## config.mk

```make
export PLATFORM = sky130hd
export DESIGN_NAME = instr_stream_encoder
export DESIGN_NICKNAME = d
export VERILOG_FILES = /design/src/rtl/instr_stream_encoder_pkg.sv /design/src/rtl/instr_field_pack.sv /design/src/rtl/instr_stream_encoder.sv
export SDC_FILE = /design/constraint.sdc
export NUM_CORES = 1
export LEC_CHECK = 0
export CORE_MARGIN = 1
export CORE_UTILIZATION = 40
export CTS_CLUSTER_SIZE = 16
export DETAILED_ROUTE_END_ITERATION = 7
export PLACE_DENSITY = 0.78
export SKIP_LAST_GASP = 1
export SLEW_MARGIN = 30
export SYNTH_ARGS = -nofsm -noshare
export SYNTH_HDL_FRONTEND = slang
export SYNTH_HIERARCHICAL = 1
export SYNTH_SLANG_ARGS = --single-unit
export TNS_END_PERCENT = 5
```

## constraint.sdc

```tcl
create_clock -name clock -period 1.95 [get_ports clock]
set_input_delay 0.4875 -clock clock [delete_from_list [all_inputs] [get_ports clock]]
set_output_delay 0.4875 -clock clock [all_outputs]
set_load 0.01 [all_outputs]
```

## src/rtl/instr_stream_encoder_pkg.sv

```systemverilog
// Processor-wide ISA definitions: opcodes, instruction formats and field positions.
// Shared by the control decoder and the instruction stream encoder.
package instr_stream_encoder_pkg;

    localparam logic [4:0] OP_RTYPE = 5'b00000;
    localparam logic [4:0] OP_J     = 5'b00001;
    localparam logic [4:0] OP_BNE   = 5'b00010;
    localparam logic [4:0] OP_JAL   = 5'b00011;
    localparam logic [4:0] OP_JR    = 5'b00100;
    localparam logic [4:0] OP_ADDI  = 5'b00101;
    localparam logic [4:0] OP_BLT   = 5'b00110;
    localparam logic [4:0] OP_SW    = 5'b00111;
    localparam logic [4:0] OP_LW    = 5'b01000;
    localparam logic [4:0] OP_SETX  = 5'b10101;
    localparam logic [4:0] OP_BEX   = 5'b10110;

    typedef enum logic [1:0] {FMT_R, FMT_I, FMT_JI, FMT_JII} fmt_e;

    localparam int OPC_LSB   = 27;
    localparam int RD_LSB    = 22;
    localparam int RS_LSB    = 17;
    localparam int RT_LSB    = 12;
    localparam int SHAMT_LSB = 7;
    localparam int ALUOP_LSB = 2;

    typedef struct packed {
        fmt_e fmt;
        logic legal;
    } fmt_info_t;

    function automatic fmt_info_t fmt_of(input logic [4:0] op);
        fmt_info_t info;
        info.fmt   = FMT_R;
        info.legal = 1'b1;
        case (op)
            OP_RTYPE:                              info.fmt = FMT_R;
            OP_BNE, OP_ADDI, OP_BLT, OP_SW, OP_LW: info.fmt = FMT_I;
            OP_J, OP_JAL, OP_SETX, OP_BEX:         info.fmt = FMT_JI;
            OP_JR:                                 info.fmt = FMT_JII;
            default:                               info.legal = 1'b0;
        endcase
        return info;
    endfunction

endpackage

```

## src/rtl/instr_field_pack.sv

```systemverilog
// Combinational packer: opcode plus instruction fields -> 32-bit instruction word.
// Unsupported opcodes produce a zero word (nop) and raise o_illegal.
module instr_field_pack
    import instr_stream_encoder_pkg::*;
(
    input  logic [4:0]  i_opcode,
    input  logic [4:0]  i_rd,
    input  logic [4:0]  i_rs,
    input  logic [4:0]  i_rt,
    input  logic [4:0]  i_shamt,
    input  logic [4:0]  i_aluop,
    input  logic [16:0] i_imm,
    input  logic [26:0] i_target,
    output logic [31:0] o_word,
    output logic        o_illegal
);

    fmt_info_t w_info;

    assign w_info = fmt_of(i_opcode);

    always_comb begin
        // NOTE: every output gets a default before the case so no path leaves a latch.
        o_word    = 32'h0;
        o_illegal = ~w_info.legal;
        if (w_info.legal) begin
            o_word = 32'(i_opcode) << OPC_LSB;
            case (w_info.fmt)
                FMT_R:   o_word = o_word | (32'(i_rd) << RD_LSB) | (32'(i_rs) << RS_LSB)
                                         | (32'(i_rt) << RT_LSB) | (32'(i_shamt) << SHAMT_LSB)
                                         | (32'(i_aluop) << ALUOP_LSB);
                FMT_I:   o_word = o_word | (32'(i_rd) << RD_LSB) | (32'(i_rs) << RS_LSB)
                                         | 32'(i_imm);
                FMT_JI:  o_word = o_word | 32'(i_target);
                FMT_JII: o_word = o_word | (32'(i_rd) << RD_LSB);
                default: o_word = 32'h0;
            endcase
        end
    end

endmodule

```

## src/rtl/instr_stream_encoder.sv

```systemverilog
// Loader-side encoder: accepts instruction-field beats and writes packed words
// sequentially into imem through a registered write port, one cycle after acceptance.
module instr_stream_encoder
    import instr_stream_encoder_pkg::*;
#(
    parameter int ADDR_W = 12,
    parameter int DEPTH  = 4096
) (
    input  logic              clock,
    input  logic              reset,
    input  logic              start,
    input  logic              in_valid,
    output logic              in_ready,
    input  logic [4:0]        in_opcode,
    input  logic [4:0]        in_rd,
    input  logic [4:0]        in_rs,
    input  logic [4:0]        in_rt,
    input  logic [4:0]        in_shamt,
    input  logic [4:0]        in_aluop,
    input  logic [16:0]       in_imm,
    input  logic [26:0]       in_target,
    input  logic              in_last,
    output logic              imem_wren,
    output logic [ADDR_W-1:0] imem_addr,
    output logic [31:0]       imem_data,
    output logic              busy,
    output logic              done,
    output logic              err_illegal,
    output logic              err_full,
    output logic [ADDR_W:0]   word_count
);

    typedef enum logic [1:0] {ST_IDLE, ST_LOAD, ST_DONE} state_e;

    localparam logic [ADDR_W-1:0] LAST_ADDR = ADDR_W'(DEPTH - 1);

    state_e            r_state;
    logic [ADDR_W-1:0] r_ptr;
    logic [ADDR_W:0]   r_word_count;
    logic              r_in_ready;
    logic              r_wren;
    logic [ADDR_W-1:0] r_addr;
    logic [31:0]       r_data;
    logic              r_busy;
    logic              r_done;
    logic              r_err_illegal;
    logic              r_err_full;

    logic [31:0]       w_word;
    logic              w_illegal;
    logic              w_accept;
    logic              w_at_end;

    instr_field_pack u_pack (
        .i_opcode  (in_opcode),
        .i_rd      (in_rd),
        .i_rs      (in_rs),
        .i_rt      (in_rt),
        .i_shamt   (in_shamt),
        .i_aluop   (in_aluop),
        .i_imm     (in_imm),
        .i_target  (in_target),
        .o_word    (w_word),
        .o_illegal (w_illegal)
    );

    assign w_accept = in_valid && r_in_ready;
    assign w_at_end = (r_ptr == LAST_ADDR);

    // NOTE: all state updates use non-blocking assignments so every register samples pre-edge values.
    always_ff @(posedge clock) begin
        if (reset) begin
            r_state       <= ST_IDLE;
            r_ptr         <= '0;
            r_word_count  <= '0;
            r_in_ready    <= 1'b0;
            r_wren        <= 1'b0;
            r_addr        <= '0;
            r_data        <= 32'h0;
            r_busy        <= 1'b0;
            r_done        <= 1'b0;
            r_err_illegal <= 1'b0;
            r_err_full    <= 1'b0;
        end else begin
            r_wren <= 1'b0;
            case (r_state)
                ST_IDLE, ST_DONE: begin
                    if (start) begin
                        r_state       <= ST_LOAD;
                        r_ptr         <= '0;
                        r_word_count  <= '0;
                        r_err_illegal <= 1'b0;
                        r_err_full    <= 1'b0;
                        r_in_ready    <= 1'b1;
                        r_busy        <= 1'b1;
                        r_done        <= 1'b0;
                    end
                end
                ST_LOAD: begin
                    if (w_accept) begin
                        r_wren        <= 1'b1;
                        r_addr        <= r_ptr;
                        r_data        <= w_word;
                        r_word_count  <= r_word_count + (ADDR_W + 1)'(1);
                        r_err_illegal <= r_err_illegal | w_illegal;
                        // The pointer saturates at the last address; the session ends there anyway.
                        if (!w_at_end) begin
                            r_ptr <= r_ptr + ADDR_W'(1);
                        end
                        if (in_last || w_at_end) begin
                            r_state    <= ST_DONE;
                            r_in_ready <= 1'b0;
                            r_busy     <= 1'b0;
                            r_done     <= 1'b1;
                            r_err_full <= !in_last;
                        end
                    end
                end
                default: begin
                    r_state    <= ST_IDLE;
                    r_in_ready <= 1'b0;
                    r_busy     <= 1'b0;
                    r_done     <= 1'b0;
                end
            endcase
        end
    end

    assign in_ready    = r_in_ready;
    assign imem_wren   = r_wren;
    assign imem_addr   = r_addr;
    assign imem_data   = r_data;
    assign busy        = r_busy;
    assign done        = r_done;
    assign err_illegal = r_err_illegal;
    assign err_full    = r_err_full;
    assign word_count  = r_word_count;

endmodule

```

==> results.json, run 1 <==
{
  "fin_crit_ns": 1.968,
  "skew_ns": 0.01262,
  "synth_most_common_cell": "nand2_1",
  "cp_top_family": "compound AO/OA/AOI/OAI gates",
  "antenna_cells": 0,
  "r2r_cells": 5,
  "arrival_ns": 2.19,
  "avgSynthCellArea_um2": 7.542,
  "grt_overflow": 0,
  "hold_depth": 2,
  "slew_violations": 0,
  "track_usage": 0.2619,
  "vias": 4665,
  "synth_fp_nets": 614,
  "boundaryPins": 142,
  "synth_edf_count": 0,
  "drtAntennaViolNets": 0,
  "r2r-start": "r_ptr[1]",
  "synth_seq_cells": 75,
  "rows": 36,
  "fin_util": 0.6295,
  "critPathMaxFanout": 8,
  "grt_setup_unrepaired": "true",
  "startpoint": "in_opcode[0]",
  "grt_pass1_vias": 4537,
  "first_pass_iters": 5,
  "yosys_warnings": 6,
  "crit_buf_inv": 2,
  "layout-drive-gt1-share": 0.1447,
  "path_class": "input pin to flip-flop",
  "gp_congestion": 0.8865,
  "cts_hold_buf": 0,
  "cpMostUsedCell": "a21oi_1",
  "clockBufferDepth": 2,
  "yosysTopAreaCell": "dfxtp_1",
  "routed_wl_mm": 13.65,
  "area_growth_pct": 53.07,
  "drc_errors": 0,
  "crit_chain": "dlygate4sd2_1, buf_4, nand2b_1, a311o_2, a22oi_1, a21oi_1, nand2_1, a21oi_1",
  "cts_buffers": 9,
  "relSlewSlack": 0.7121,
  "initialDrtViolationCount": 196,
  "wire_per_inst_um": 16.29,
  "setup.worst_path.start_class": "input pin",
  "cts_max_level": 3,
  "finalPower_mw": 3.505,
  "root_buffer": "clkbuf_8",
  "synth_area_um2": 4020,
  "fmaxAchievable_mhz": 508.2,
  "cts_tree": "built",
  "cp.required_ns": 2.17,
  "fin_crit_sh": 1.009,
  "synth.area.top_cells": "dfxtp_1 (37%), a21oi_1 (11%), nand2_1 (11%)",
  "slowest_stage": "a311o_2",
  "worst_ir_drop_vdd_mv": 0.4240,
  "drv_cap": 0,
  "setup_tns_ns": -0.03942,
  "synth_top_area_share": 0.3735,
  "clock_latency_ns": 0.36,
  "hp-start": "reset",
  "cts.clk_slew.worst_paths_ns": 0.09,
  "worst_pin_slew_ns": 0.4274,
  "r2r-end": "r_ptr[2]",
  "synth_async_sr_flop_share": 0,
  "crit_path_max_incr_delay_ns": 0.52,
  "fin_ws_ns": -0.01770,
  "p_per_area_nw_per_um2": 569.6,
  "ys_types": 61,
  "yosysSeqAreaShare": 0.3735,
  "final-setup-viol-count": 3,
  "grt_max_degree": 36,
  "chipHeight_um": 102.3,
  "status": "finished with violations",
  "synth.top_cells.by_count": "nand2_1 (113), a21oi_1 (90), dfxtp_1 (75)",
  "min_to": "r_state[1]",
  "hold_path.class": "input pin to flip-flop",
  "io_buffers": 141,
  "fin_nets": 781,
  "dieArea_um2": 10460,
  "core-area_um2": 9774,
  "vias_per_cell": 5.567,
  "reg2reg_slack_ns": 0.08,
  "critPathCaptureType": "flip-flop",
  "dp.final_hpwl_mm": 9.878,
  "antenna_found_initial": 0,
  "clock_sinks": 75,
  "ys.flop_type": "dfxtp_1",
  "syn_inst": 533,
  "die_w_um": 102.3,
  "floorplan.initialDensity": 0.4113,
  "leakagePower_nw": 2.213,
  "violations": "negative setup slack",
  "hold_viol": 0,
  "grt_pass1_wl_mm": 21.34
}
-- layout make-up --
| type | count | area (µm²) |
|---|---|---|
| fill | 848 | 3621 |
| multi-input combinational | 396 | 2317 |
| inverter | 22 | 86.33 |
| timing repair buffer | 196 | 1876 |
| sequential | 75 | 1501 |
| tap | 133 | 166.4 |
| clock inverter | 7 | 82.58 |
| clock buffer | 9 | 123.9 |
-- logic make-up (layout without fill, tap and decap cells) --
family / Yosys count / after routing / share of synthesized area
compound gates: 177 / 178 / 0.2764
fa+ha+maj: 2 / 2 / 0.006224
xor+xnor: 8 / 8 / 0.01743
flops: 75 / 75 / 0.3735
buf+inv: 63 / 234 / 0.07314
mux: 4 / 4 / 0.01058
simple gates: 204 / 204 / 0.2428
-- registers in the layout (all words and copies together), names as in the netlist --
register	count
err_full	1
r_ptr	12
imem_data	32
r_state	2
word_count	13
busy	1
err_illegal	1
imem_addr	12
imem_wren	1
-- power by group --
| part | internal (mW) | total (mW) | switching (mW) |
|---|---|---|---|
| combinational | 0.358 | 0.690 | 0.332 |
| sequential | 1.54 | 1.55 | 0.0102 |
| clock | 0.611 | 1.26 | 0.650 |
| total | 2.51 | 3.50 | 0.993 |
-- worst max path at each step --
stage,end,slack [ns],cells after the start
floorplan,imem_data[10],0.03,8
global placement,imem_data[9],-0.48,7
detailed placement,imem_data[9],-0.56,7
CTS,imem_data[9],-0.04,8
global route,r_ptr[4],-0.10,5
finish,imem_data[9],-0.02,8
-- per-layer routing --
metal  vias to the layer above  global-route usage  wire (µm)
met5                         -                   0          0
met3                        41             0.09302       1179
met2                       210              0.4621       6815
met4                         0              0.1363        575
met1                      2193              0.2737       5079
li1                       2221                   -          -
-- cell usage in the layout, fill, tap and decap left out, types with 4 or more instances in the layout --
cell type          n
clkbuf_8           9
nand2b_1           9
a21oi_1           86
nand2_1          113
or3_1              6
nor2_1            16
and3_1             5
and2_1             8
a21oi_2            4
a41oi_2            4
dfxtp_1           75
clkdlybuf4s50_1  135
a22oi_1           12
nand3_1           20
buf_4             48
inv_1             20
o211ai_1           4
a31oi_1            6
and4_1             6
a311oi_1           6
xor2_1             6
o21ai_0           25
nand4_1            7
-- stage by stage --
| step | cells | setup slack, ns | hold WS [ns] | cell area (µm²) |
|---|---|---|---|---|
| floorplan | 533 | 0.03350 | 0.4497 | 4020 |
| global placement | 815 | -0.4771 | 0.4429 | 5776 |
| detailed placement | 815 | -0.5623 | 0.4482 | 5776 |
| CTS | 832 | -0.03505 | 0.4101 | 6003 |
| global route | 838 | -0.1013 | 0.4245 | 6153 |
| finish | 838 | -0.01770 | 0.4246 | 6153 |
-- what timing repair did --
item                                    4_1_cts  5_1_grt
setup buffers                                 0        4
cloned                                        1        2
endpoints found under the setup margin       27       34
gates resized for setup                       5       20
pin swaps                                     1        6
hold endpoints to repair                      0        0
No activity file was read; power rests on OpenSTA's default activity.
==> inputs of run 2 (changes only) <==
Settings changed: SKIP_CTS_REPAIR_TIMING from default to 1.
==> run 2 against run 1 <==
Compared with the run above: the flow now finishes without violations; hold slack gained 0.0029 ns; first-iteration DRC count shrank 6.6%; critical endpoint is now r_ptr[2]; largest cell class unchanged; via count shrank 0.49%; utilization shrank 0.37 points; global-route usage shrank 0.53 points; die area is the same; clock skew grew 0.00080 ns; sequential share of layout area grew 0.14 points; total power shrank 0.64%; largest power group unchanged; critical path depth shrank 3; clock power is essentially flat.
==> results.json, run 2 (synthesis results as in run 1) <==
{
  "startpoint": "r_ptr[1]",
  "grt_overflow": 0,
  "cp.required_ns": 2.21,
  "slew_violations": 0,
  "preCtsSetupSlack_ns": -0.5623,
  "r2r-end": "r_ptr[2]",
  "cts.clk_slew.worst_paths_ns": 0.09,
  "hold_viol": 0,
  "critPathCaptureType": "flip-flop",
  "track_usage": 0.2567,
  "vias_per_cell": 5.553,
  "fill_cells": 850,
  "worst_pin_slew_ns": 0.4272,
  "first_pass_iters": 6,
  "layout-drive-gt1-share": 0.1422,
  "grt_setup_unrepaired": "true",
  "fin_crit_sh": 0.9709,
  "r2r_cells": 5,
  "routed_wl_mm": 13.44,
  "arrival_ns": 2.15,
  "final_common_cell": "clkdlybuf4s50_1",
  "worstSetupEndpoint": "r_ptr[2]",
  "wire_per_inst_um": 16.08,
  "grt_max_degree": 36,
  "antenna_found_initial": 0,
  "path_class": "flip-flop to flip-flop",
  "p_per_area_nw_per_um2": 569.3,
  "p_clk_frac": 0.361,
  "core-area_um2": 9774,
  "initialDrtViolationCount": 183,
  "fin_nets": 779,
  "gp_congestion": 0.8865,
  "clock_latency_ns": 0.36,
  "chipHeight_um": 102.3,
  "swShare": 0.2815,
  "leakagePower_nw": 2.212,
  "internal_power_mw": 2.502,
  "dp.final_hpwl_mm": 9.878,
  "floorplan.initialDensity": 0.4113,
  "largest_reg_flops": 32,
  "p_switching_uw": 980.2,
  "skew_ns": 0.01342,
  "r2r-start": "r_ptr[1]",
  "drv_cap": 0,
  "power_frac_seq": 0.446,
  "reg2reg_slack_ns": 0.06,
  "cts_buffers": 9,
  "antenna_cells": 0,
  "fin_crit_ns": 1.893,
  "area_growth_pct": 52.16,
  "critPathMaxFanout": 7,
  "boundaryPins": 142,
  "io_buffers": 141,
  "worst_ir_drop_vdd_mv": 0.4242,
  "finalInstanceArea_um2": 6117,
  "fmaxAchievable_mhz": 528.2,
  "dieArea_um2": 10460,
  "setup.worst_path.start_class": "flip-flop",
  "final-setup-viol-count": 0,
  "drc_errors": 0,
  "clockBufferDepth": 2,
  "holdWs_ns": 0.4275,
  "hold_path.class": "input pin to flip-flop",
  "comb_power_share": 0.193,
  "drtAntennaViolNets": 0,
  "rows": 36,
  "die_w_um": 102.3,
  "clock_sinks": 75,
  "dpl_cell_area_um2": 5776,
  "relSlewSlack": 0.7122,
  "setup_tns_ns": 0,
  "final_cell_mix": "clkdlybuf4s50_1 (135), nand2_1 (113), a21oi_1 (89)",
  "cts_tree": "built",
  "cts_max_level": 3,
  "grt_pass1_vias": 4524,
  "vias": 4642,
  "grt_pass1_wl_mm": 20.92,
  "status": "completed",
  "fin_ws_ns": 0.05674,
  "root_buffer": "clkbuf_8"
}
==> run 2: power groups by stage <==
stage	Combinational [mW]	Sequential, mW	Clock [mW]
global placement	0.616	1.59	0
finish	0.671	1.55	1.26
CTS	0.632	1.55	1.28
detailed placement	0.629	1.59	0
floorplan	0.290	1.59	0
global route	0.719	1.56	1.35
==> run 2: worst min-delay path by stage <==
stage | startpoint | endpoint | slack, ns | cells past startpoint
CTS | reset | r_state[1] | 0.41 | 2
global route | reset | busy | 0.42 | 2
floorplan | r_ptr[11] | imem_addr[11] | 0.45 | 2
finish | reset | r_state[1] | 0.43 | 2
detailed placement | imem_addr[0] | imem_addr[0] | 0.45 | 2
global placement | imem_addr[4] | imem_addr[4] | 0.44 | 2
==> run 2: metal layers <==
| layer | wire length, µm | GRT usage |
|---|---|---|
| met1 | 4979 | 0.2627 |
| met2 | 6773 | 0.4553 |
| met3 | 1111 | 0.09439 |
| met4 | 576 | 0.1374 |
| met5 | 0 | 0 |
==> run 2: through the flow <==
stage               power [mW]  instances  utilization
floorplan                1.882        533            -
global placement         2.205        815       0.5909
detailed placement       2.219        815       0.5909
CTS                      3.466        831       0.6120
global route             3.628        836       0.6258
finish                   3.482        836       0.6258
==> run 2: worst max-delay path, stage by stage, from the launching register on <==
cell,delay [ns]
dfxtp_1,0.41
ha_1,0.24
and3_1,0.31
and4_1,0.38
nor2_2,0.14
a311oi_1,0.31
==> run 2: cell type report <==
cell class	instances	area (µm²)	share of cell area
tap	133	166.4	0.02720
inverter	22	86.33	0.01411
clock buffer	9	123.9	0.02025
clock inverter	7	82.58	0.01350
multi-input combinational	396	2303	0.3766
sequential	75	1501	0.2454
timing repair buffer	194	1853	0.3029
